<file path="src/rtl/mem_pwr_seq.sv">
// rtl/mem_pwr_seq.sv - power-state sequencer for the memory controller
module mem_pwr_seq #(
    parameter int IDLE_CYC = 16,
    parameter int PULSE_W  = 2,
    parameter int ACK_TMO  = 64
) (
    input  logic clk,
    input  logic rst,
    input  logic auto_en,
    input  logic sleep_req,
    input  logic wake_req,
    input  logic do_rdy,
    input  logic do_acpt,
    input  logic mc_pwr_ack,
    output logic do_rdy_g,
    output logic mc_pwr,
    output logic mc_iso,
    output logic mc_save,
    output logic mc_restore,
    output logic pwr_on,
    output logic pwr_err
);

    typedef enum logic [2:0] {
        ST_ON    = 3'd0,
        ST_ISO   = 3'd1,
        ST_SAVE  = 3'd2,
        ST_PDN   = 3'd3,
        ST_OFF   = 3'd4,
        ST_PUP   = 3'd5,
        ST_RST   = 3'd6,
        ST_UNISO = 3'd7
    } state_t;

    localparam logic [7:0] IDLE_MIN   = 8'd8;
    localparam logic [7:0] IDLE_THR   = 8'(IDLE_CYC);
    localparam logic [9:0] PULSE_LAST = 10'(PULSE_W - 1);
    localparam logic [9:0] TMO_LAST   = 10'(ACK_TMO - 1);

    state_t     state_q, state_d;
    logic [7:0] idle_cnt_q, idle_cnt_d;
    logic [7:0] idle_nxt;
    logic [9:0] cnt_q, cnt_d;
    logic       timeout;
    logic       mc_pwr_q, mc_pwr_d;
    logic       mc_iso_q, mc_iso_d;
    logic       mc_save_q, mc_save_d;
    logic       mc_restore_q, mc_restore_d;
    logic       pwr_on_q, pwr_on_d;
    logic       pwr_err_q, pwr_err_d;

    // Next state, shared counter and output decode from the next state
    always_comb begin
        state_d   = state_q;
        pwr_err_d = pwr_err_q;
        // idle_nxt is the quiet-cycle count including the current cycle
        idle_nxt  = 8'd0;
        if (!(do_rdy || do_acpt)) begin
            idle_nxt = (idle_cnt_q == 8'hff) ? 8'hff : idle_cnt_q + 8'd1;
        end
        timeout = (cnt_q == TMO_LAST);

        case (state_q)
            ST_ON: begin
                // Floor of 8 quiet cycles lets the controller finish its post-accept tail
                if (!do_rdy && (idle_nxt >= IDLE_MIN) &&
                    (sleep_req || (auto_en && (idle_nxt >= IDLE_THR)))) begin
                    state_d = ST_ISO;
                end
            end
            ST_ISO:  state_d = ST_SAVE;
            ST_SAVE: begin
                if (cnt_q == PULSE_LAST) state_d = ST_PDN;
            end
            ST_PDN: begin
                if (!mc_pwr_ack) begin
                    state_d = ST_OFF;
                end else if (timeout) begin
                    state_d   = ST_OFF;
                    pwr_err_d = 1'b1;
                end
            end
            ST_OFF: begin
                if (!sleep_req && (wake_req || do_rdy)) state_d = ST_PUP;
            end
            ST_PUP: begin
                if (mc_pwr_ack) begin
                    state_d = ST_RST;
                end else if (timeout) begin
                    state_d   = ST_RST;
                    pwr_err_d = 1'b1;
                end
            end
            ST_RST: begin
                if (cnt_q == PULSE_LAST) state_d = ST_UNISO;
            end
            ST_UNISO: state_d = ST_ON;
            default:  state_d = ST_ON;
        endcase

        // Pulse width and ack timeout share one counter, restarted on every state change
        if (state_d != state_q) begin
            cnt_d = 10'd0;
        end else begin
            cnt_d = (cnt_q == 10'h3ff) ? cnt_q : cnt_q + 10'd1;
        end

        idle_cnt_d   = ((state_q == ST_ON) && (state_d == ST_ON)) ? idle_nxt : 8'd0;
        mc_pwr_d     = !((state_d == ST_PDN) || (state_d == ST_OFF));
        mc_iso_d     = (state_d != ST_ON);
        mc_save_d    = (state_d == ST_SAVE);
        mc_restore_d = (state_d == ST_RST);
        pwr_on_d     = (state_d == ST_ON);
    end

    // State, counters and registered outputs
    always_ff @(posedge clk or posedge rst) begin
        if (rst) begin
            state_q      <= ST_ON;
            idle_cnt_q   <= 8'd0;
            cnt_q        <= 10'd0;
            mc_pwr_q     <= 1'b1;
            mc_iso_q     <= 1'b0;
            mc_save_q    <= 1'b0;
            mc_restore_q <= 1'b0;
            pwr_on_q     <= 1'b1;
            pwr_err_q    <= 1'b0;
        end else begin
            state_q      <= state_d;
            idle_cnt_q   <= idle_cnt_d;
            cnt_q        <= cnt_d;
            mc_pwr_q     <= mc_pwr_d;
            mc_iso_q     <= mc_iso_d;
            mc_save_q    <= mc_save_d;
            mc_restore_q <= mc_restore_d;
            pwr_on_q     <= pwr_on_d;
            pwr_err_q    <= pwr_err_d;
        end
    end

    assign do_rdy_g   = do_rdy && (state_q == ST_ON);
    assign mc_pwr     = mc_pwr_q;
    assign mc_iso     = mc_iso_q;
    assign mc_save    = mc_save_q;
    assign mc_restore = mc_restore_q;
    assign pwr_on     = pwr_on_q;
    assign pwr_err    = pwr_err_q;

endmodule

</file>
<file path="config.mk">
export PLATFORM = sky130hd
export DESIGN_NAME = mem_pwr_seq
export DESIGN_NICKNAME = d
export VERILOG_FILES = /design/src/rtl/mem_pwr_seq.sv
export SDC_FILE = /design/constraint.sdc
export NUM_CORES = 1
export LEC_CHECK = 0
export ABC_CLOCK_PERIOD_IN_PS = 2500
export CAP_MARGIN = 40
export CORE_ASPECT_RATIO = 0.8
export CORE_UTILIZATION = 50
export DETAILED_ROUTE_END_ITERATION = 8
export GPL_ROUTABILITY_DRIVEN = 0
export PLACE_DENSITY = 0.74
export SLEW_MARGIN = 20
export SYNTH_ARGS = -nofsm -noshare
export SYNTH_HDL_FRONTEND = slang
export SYNTH_SLANG_ARGS = --single-unit
export TNS_END_PERCENT = 5
</file>
<file path="constraint.sdc">
create_clock -name clk -period 2.5 [get_ports clk]
set_input_delay 0.5 -clock clk [delete_from_list [all_inputs] [get_ports clk]]
set_output_delay 0.5 -clock clk [all_outputs]
set_load 0.03 [all_outputs]
</file>
# Word-level counts from Yosys, hierarchy flattened
# Cells that the tools add are included.
dict set report classes {
  n_reduce_logical 18
  n_bitwise 0
  n_eq_ne 19
  shifts 0
  magnitude_cmp 2
  div_mod_pow 0
  mul 0
  mux 18
  addsub 2
}
# cell count
set op_table {}
lappend op_table {{$mux 3} 8}
lappend op_table {{$mux 8} 3}
lappend op_table {{$pmux 3 s8} 1}
lappend op_table {{$mux 10} 2}
lappend op_table {{$eq 3x3->1 const B} 6}
lappend op_table {{$eq 3x2->1 const B} 4}
lappend op_table {{$add 10x1->10 const B} 1}
lappend op_table {{$eq 10x1->1 const B} 1}
lappend op_table {{$eq 10x10->1 const B} 1}
lappend op_table {{$eq 10x6->1 const B} 1}
lappend op_table {{$add 8x1->8 const B} 1}
lappend op_table {{$eq 8x8->1 const B} 1}
lappend op_table {{$ge 8x4->1 const B} 1}
lappend op_table {{$ge 8x5->1 const B} 1}
lappend op_table {{$logic_and 1x1->1} 6}
lappend op_table {{$logic_not 3->1} 2}
lappend op_table {{$ne 2x2->1 const B} 3}
lappend op_table {{$logic_or 1x1->1} 4}
lappend op_table {{$eq 3x1->1 const B} 1}
lappend op_table {{$logic_not 1->1} 3}
lappend op_table {{$mux 1} 3}
lappend op_table {{$ne 3x3->1} 1}
lappend op_table {{$reduce_and 3->1} 1}
lappend op_table {{$reduce_bool 3->1} 1}
lappend op_table {{2 further kinds} 2}
dict set report word_totals {
  n_memories 0
  latchBits 0
  ramBits 0
  elab_cells 68
  inputBits 8
  reg_bits 27
  romBits 0
  output_inout_bits 7
}

# Depth between registers and ports, before layout
# Gate-level depths: netlist of run 1.
dict set report depth {
  ltp_word 12
  mapped_depth 8
  depth_no_buf 8
}

# Worst setup path after synthesis of run 1
# OpenSTA, ideal clock, no wires.
dict set report synth_timing {
  path_kind {reg-to-reg}
  from {register cnt_q[7]}
  to {register cnt_q[8]}
  path_buffers 0
  arrival_ps 1931
  synth_period_minus_slack_ps 2061
  setup_slack_ps 439
  required_time_ps 2370
  path_stages_with_launch 7
  setup_time_ps 130
  cell_sequence {dfrtp_1 -> or4_4 -> or3_1 -> o221ai_2 -> o22ai_2 -> a21oi_4 -> nor3_2}
}
dict set report synth_via {
  elab_chain_len 6
  elab_cells_between_ends 15
  classes_between {1 x add/sub; 5 x eq/ne; 9 x mux}
}
# element line
set synth_rtl {}
lappend synth_rtl {{start, declared} 43} ;# logic [9:0] cnt_q, cnt_d;
lappend synth_rtl {{start signal, assigned} 131} ;# cnt_q <= cnt_d;
lappend synth_rtl {{$eq 10x6->1} 61} ;# timeout = (cnt_q == TMO_LAST);
lappend synth_rtl {{$mux 3, on equally long branches} {89, 78}}
lappend synth_rtl {{$mux 3, on equally long branches} {87, 76}}
lappend synth_rtl {{$pmux 3 s8} 63} ;# case (state_q)
lappend synth_rtl {{$ne 3x3->1} 102} ;# if (state_d != state_q) begin
lappend synth_rtl {{$ne 2x2->1 (no line) / $mux 10 (equally long branches)} --}
# Several ways; a longest one is shown, not always the timed one. The select of a mux whose other input is x is not followed.
# A chain may end at the register's enable or synchronous reset.

# Final worst setup path of run 1
dict set report layout_timing {
  from {register state_q[0]}
  to {output do_rdy_g}
}
dict set report layout_via {
  elab_chain_len 2
}
# element line
set layout_rtl {}
lappend layout_rtl {{start, declared} 40} ;# state_t state_q, state_d;
lappend layout_rtl {{start signal, assigned} 129} ;# state_q <= state_d;
lappend layout_rtl {{$logic_not 3->1} 141} ;# assign do_rdy_g = do_rdy && (state_q == ST_ON);
lappend layout_rtl {{$logic_and 1x1->1} 141}
lappend layout_rtl {{end, declared} 15} ;# output logic do_rdy_g,
# Every way passes these cells.

==> results of run 1 <==
-- worst max-delay path by stage --
stage / from / to / cells after the start / slack [ns]
floorplan: cnt_q[7] / cnt_q[8] / 6 / 0.44
global placement: do_rdy / do_rdy_g / 3 / 0.23
detailed placement: cnt_q[1] / cnt_q[4] / 8 / 0.18
CTS: state_q[0] / do_rdy_g / 3 / 0.16
global route: state_q[0] / do_rdy_g / 3 / 0.04
finish: state_q[0] / do_rdy_g / 3 / 0.17
-- critical path, stage by stage (launching register included) --
cell,delay [ns]
dfrtp_1,0.50
nor3_1,0.25
and2_1,0.15
clkdlybuf4s50_1,0.66
-- cell families (layout without fill, tap and decap cells) --
kind of cell | count (synthesis) | count (layout) | synth area share (%)
XOR/XNOR | 7 | 7 | 4.14
buffers and inverters | 10 | 28 | 2.70
flip-flops | 27 | 27 | 45.8
adder cells (fa/ha/maj) | 3 | 3 | 2.54
AO/OA/AOI/OAI | 35 | 35 | 17.8
AND/OR/NAND/NOR | 72 | 72 | 26.3
multiplexers | 1 | 1 | 0.676
-- registers in the layout, summed over array words and instances (netlist names) --
register and cells:
mc_iso 1, pwr_on 1, state_q 3, cnt_q 10
mc_save 1, mc_pwr 1, pwr_err 1, mc_restore 1
idle_cnt_q 8
-- routing by layer --
metal  GRT usage, %  routed length, microns  part of all wire [%]  vias up
li1               -                       -                     -      592
met4           5.43                      29                   1.1        0
met2           34.2                    1330                    49       26
met3           4.32                      93                   3.4        4
met1           23.9                    1240                    46      588
met5              0                       0                     0        -
-- layout by cell type, fill, tap and decap left out, drive strengths merged, types with 4 or more instances in the layout --
master,n
buf,4
a21oi,9
clkdlybuf4s50,14
inv,6
dfrtp,25
o21ai,8
xnor2,4
nor2,21
nor3,7
clkbuf,4
nand3,12
nand2,11
-- final cells by class --
class                      count  area [sq um]
clock buffer                   4          45.0
fill                         239          1060
inverter                       6          22.5
multi-input combinational    118           762
sequential                    27           678
tap                           38          47.5
timing repair buffer          18           170
-- report_power, final --
part / total [mW] / switching [mW] / internal, mW
Clock: 0.240 / 0.126 / 0.114
Sequential: 0.609 / 0.0880 / 0.521
Combinational: 0.573 / 0.316 / 0.256
==> impl_metrics.env, run 1 <==
export IMPL_antennaDiodeCount=0
export IMPL_final_nets=185
export IMPL_fin_cells=211
export IMPL_coreArea_sq_um=2790
export IMPL_ys_seq_area_share_pct=45.8
export IMPL_synth_area_leaders="dfrtp_1 (42%), nor2_1 (5.3%), nand3_1 (4.1%)"
export IMPL_drt_iter0_markers=52
export IMPL_clk_pin_slew_worst_paths_ns=0.09
export IMPL_grt_pass1_vias=1117
export IMPL_hold_viol=0
export IMPL_synth_edf_count=0
export IMPL_fin_hold_ws_ns=0.502
export IMPL_r2r_start="cnt_q[1]"
export IMPL_fmax_mhz=429
export IMPL_layout_drive_gt1_share_pct=11.6
export IMPL_final_util_pct=61.9
export IMPL_die_area_sq_um=3180
export IMPL_route_detailed_drc=0
export IMPL_cts_resized=0
export IMPL_r2r_slack_ns=0.21
export IMPL_cp_arrival_ns=1.83
export IMPL_synthArstFlopShare_pct=100
export IMPL_portBuffers=14
export IMPL_hold_path_class="flip-flop to flip-flop"
export IMPL_min_period_ns=2.33
export IMPL_grt_pass1_wl_mm=4.83
export IMPL_worstMarginPinSlew_ns=0.397
export IMPL_cts_hold_fix_buffers=0
export IMPL_syn_area_sq_um=1480
export IMPL_synthMostInstantiatedCell="dfrtp_1"
export IMPL_die_h_microns=50.7
export IMPL_powerDensity_nw_per_um2=824
export IMPL_grt_max_degree=28
export IMPL_start_kind="flip-flop"
export IMPL_cts_sinks=27
export IMPL_wl_per_cell_microns=12.8
export IMPL_slew_headroom_pct=73.5
export IMPL_maxCapViolations=0
export IMPL_crit_path_end_kind="output pin"
export IMPL_synth_top_cells_by_count="dfrtp_1 (25), nor2_1 (21), nand3_1 (12), nand2_1 (11)"
export IMPL_top_level_ports=15
export IMPL_viasPerCell=5.73
export IMPL_overflow=0
export IMPL_p_total_mw=1.42
export IMPL_gr_usage_all_layers_pct=19.4
export IMPL_tns_ns=0
export IMPL_placed_area_sq_um=1680
export IMPL_post_cts_setup_buffer_count=0
export IMPL_start_util_pct=53.1
export IMPL_final_cell_area_sq_um=1730
export IMPL_finClkSkew_ns=0.00125
export IMPL_antenna_found_initial=0
export IMPL_drv_slew=0
export IMPL_vias=1210
export IMPL_rsz0062_at_grt="no"
export IMPL_antenna_left=0
export IMPL_cts_tree="done"
export IMPL_worstHoldEndpoint="pwr_err"
export IMPL_dp_worst_setup_slack_ns=0.184
export IMPL_cts_root_buffer="clkbuf_8"
export IMPL_worstPathRequired_ns=2.00
export IMPL_synth_seq_cells=27
export IMPL_dpl_cell_count=207
export IMPL_synth_avg_cell_area_sq_um=9.55
export IMPL_synth_distinct_cells=49
export IMPL_crit_fanout=11
export IMPL_min_period_over_period_pct=93.3
export IMPL_die_w_microns=62.8
export IMPL_yosysWarnings=0
export IMPL_min_path_cells=1
export IMPL_cts_htree_levels=1
export IMPL_rows=17
export IMPL_finalSetupViolCount=0
export IMPL_criticalPathCategory="flip-flop to output pin"
export IMPL_area_growth_synth_to_final_pct=16.6
export IMPL_insertion_delay_ns=0.26
export IMPL_ir_drop_v=0.000482
export IMPL_status="finished, final reports clean"
export IMPL_syn_inst=155
export IMPL_post_dp_hpwl_mm=2.01
export IMPL_cts_buffer_depth=2
export IMPL_synth_top_area_share_pct=42.3
export IMPL_synth_ff_type="dfrtp_1"
export IMPL_numCtsBuffers=3
export IMPL_yosys_area_top_type="dfrtp_1"
export IMPL_leakagePower_nw=0.712
export IMPL_r2r_end="cnt_q[4]"
export IMPL_reg2reg_depth=8
export IMPL_firstDrtPassIters=4
export IMPL_syn_nets=166
export IMPL_min_from="pwr_err"
export IMPL_fin_ws_ns=0.168
export IMPL_totalWireLength_mm=2.70
Note: power is estimated with default switching activity, not from simulation.
==> run 2, diff against run 1 <==
--- a/config.mk
+++ b/config.mk
@@ -12,7 +12,7 @@
 export DETAILED_ROUTE_END_ITERATION = 8
 export GPL_ROUTABILITY_DRIVEN = 0
 export PLACE_DENSITY = 0.74
-export SLEW_MARGIN = 20
+export SLEW_MARGIN = 30
 export SYNTH_ARGS = -nofsm -noshare
 export SYNTH_HDL_FRONTEND = slang
 export SYNTH_SLANG_ARGS = --single-unit
==> results of run 2 <==
Final layout, timing and power as in run 1 (identical DEF).
==> run 3, diff against run 2 <==
--- a/config.mk
+++ b/config.mk
@@ -9,6 +9,7 @@
 export CAP_MARGIN = 40
 export CORE_ASPECT_RATIO = 0.8
 export CORE_UTILIZATION = 50
+export CTS_BUF_LIST = sky130_fd_sc_hd__clkbuf_8
 export DETAILED_ROUTE_END_ITERATION = 8
 export GPL_ROUTABILITY_DRIVEN = 0
 export PLACE_DENSITY = 0.74
==> run 3 against run 2 <==
Compared with the run above: non-clock buffer count is the same; die area is the same; global-route usage is the same; hold slack is the same; sequential cell count is the same; clock-buffer cell count shrank 1; critical path depth is the same; design area is the same; critical path type unchanged; worst setup slack is the same; core utilization is the same; combinational power is essentially flat; via count is the same.
==> impl_metrics.env, run 3 (synthesis results as in run 1) <==
export IMPL_final_common_cell="dfrtp_1"
export IMPL_gr_usage_all_layers_pct=19.4
export IMPL_cp_cell_sequence="nor3_1, and2_1, clkdlybuf4s50_1"
export IMPL_wl_per_cell_microns=12.8
export IMPL_p_total_mw=1.42
export IMPL_slowest_delay_ns=0.66
export IMPL_largest_register_ffs=10
export IMPL_viasPerCell=5.73
export IMPL_crit_fanout=11
export IMPL_cts_buffer_depth=2
export IMPL_hold_path_class="flip-flop to flip-flop"
export IMPL_clk_pin_slew_worst_paths_ns=0.09
export IMPL_final_nets=185
export IMPL_worstPathRequired_ns=2.00
export IMPL_min_period_ns=2.33
export IMPL_antenna_left=0
export IMPL_start_util_pct=53.1
export IMPL_grt_max_degree=28
export IMPL_area_growth_synth_to_final_pct=16.6
export IMPL_cts_hold_fix_buffers=0
export IMPL_die_h_microns=50.7
export IMPL_grt_pass1_wl_mm=4.83
export IMPL_top_register="cnt_q"
export IMPL_min_from="pwr_err"
export IMPL_global_route_peak_usage_layer="met2"
export IMPL_hold_viol=0
export IMPL_tns_ns=0
export IMPL_min_period_over_period_pct=93.3
export IMPL_rows=17
export IMPL_overflow=0
export IMPL_rsz0062_at_grt="no"
export IMPL_powerDensity_nw_per_um2=822
export IMPL_die_area_sq_um=3180
export IMPL_vias=1210
export IMPL_worstHoldEndpoint="pwr_err"
export IMPL_cts_htree_levels=1
export IMPL_finClkSkew_ns=0.00108
export IMPL_crit_path_end_kind="output pin"
export IMPL_fmax_mhz=429
export IMPL_leakagePower_nw=0.716
export IMPL_drt_iter0_markers=52
export IMPL_criticalPathCategory="flip-flop to output pin"
export IMPL_post_cts_setup_buffer_count=0
export IMPL_drv_slew=0
export IMPL_antennaDiodeCount=0
export IMPL_cts_resized=0
export IMPL_cp_slowest_cell="clkdlybuf4s50_1"
export IMPL_grt_pass1_vias=1117
export IMPL_use_met1_pct=23.9
export IMPL_firstDrtPassIters=4
export IMPL_start_kind="flip-flop"
export IMPL_min_path_cells=1
export IMPL_r2r_end="cnt_q[4]"
export IMPL_layout_drive_gt1_share_pct=11.6
export IMPL_antenna_found_initial=0
export IMPL_placed_area_sq_um=1680
export IMPL_multi_input_area_sq_um=762
export IMPL_portBuffers=14
export IMPL_ir_drop_v=0.000470
export IMPL_met2_usage_pct=34.2
export IMPL_status="finished, final reports clean"
export IMPL_route_detailed_drc=0
export IMPL_nFillCells=239
export IMPL_maxCapViolations=0
export IMPL_post_dp_hpwl_mm=2.01
export IMPL_insertion_delay_ns=0.26
export IMPL_top_level_ports=15
export IMPL_finalSetupViolCount=0
export IMPL_final_seq_area_sq_um=678
export IMPL_cts_tree="done"
export IMPL_reg2reg_depth=8
export IMPL_totalWireLength_mm=2.70
export IMPL_worstMarginPinSlew_ns=0.397
export IMPL_slew_headroom_pct=73.5
export IMPL_final_cell_area_sq_um=1730
export IMPL_coreArea_sq_um=2790
export IMPL_r2r_slack_ns=0.21
export IMPL_cts_root_buffer="clkbuf_8"
export IMPL_r2r_start="cnt_q[1]"
export IMPL_cp_arrival_ns=1.83
export IMPL_cts_sinks=27
export IMPL_use_met3_pct=4.32
export IMPL_die_w_microns=62.8
export IMPL_mostFrequentLayoutCells="dfrtp_1 (25), nor2_1 (21), clkdlybuf4s50_1 (14)"
export IMPL_reg_top3="cnt_q (10), idle_cnt_q (8), state_q (3)"
export IMPL_numCtsBuffers=3
run 3: cell types whose count changed in the layout (fill, tap and decap cells not counted):
| cell | change |
|---|---|
| inv_1 | +1 |
| clkbuf_1 | -1 |
run 3: routing by layer:
| layer | routed length [microns] | vias up |
|---|---|---|
| met3 | 93 | 4 |
| li1 | - | 592 |
| met2 | 1330 | 26 |
| met1 | 1240 | 588 |
| met4 | 29 | 0 |
| met5 | 0 | - |
run 3: worst max-delay path by stage:
stage	startpoint	to	slack (ns)	cells after the start
5_1_grt	state_q[0]	do_rdy_g	0.04	3
3_5_place_dp	cnt_q[1]	cnt_q[4]	0.18	8
4_1_cts	state_q[0]	do_rdy_g	0.16	3
6_report	state_q[0]	do_rdy_g	0.17	3
2_1_floorplan	cnt_q[7]	cnt_q[8]	0.44	6
3_3_place_gp	do_rdy	do_rdy_g	0.23	3
run 3: cell type report:
| cell class | instances | share of cell area (%) |
|---|---|---|
| Clock inverter | 1 | 0.218 |
| Sequential cell | 27 | 39.3 |
| Multi-Input combinational cell | 118 | 44.2 |
| Inverter | 6 | 1.31 |
| Clock buffer | 3 | 2.39 |
| Tap cell | 38 | 2.76 |
| Timing Repair Buffer | 18 | 9.86 |
run 3: power by group:
| part | leakage (nW) | internal (mW) | switching (mW) |
|---|---|---|---|
| clock network | 0.0269 | 0.110 | 0.126 |
| registers | 0.355 | 0.521 | 0.0880 |
| logic | 0.334 | 0.256 | 0.316 |
run 3: through the flow:
stage	setup slack [ns]	util [%]	hold slack (ns)	instances
after global routing	0.0391	61.9	0.536	211
after floorplan	0.439	-	0.486	155
final	0.168	61.9	0.502	211
after CTS	0.162	61.9	0.508	211
after detailed placement	0.184	60.3	0.484	207
after global placement	0.229	60.3	0.459	207
run 3: critical path, delay by kind of cell (launching register included):
family	cells	cell delay (ns)
buffers and inverters	1	0.66
DFF	1	0.50
and+or+nand+nor	2	0.40
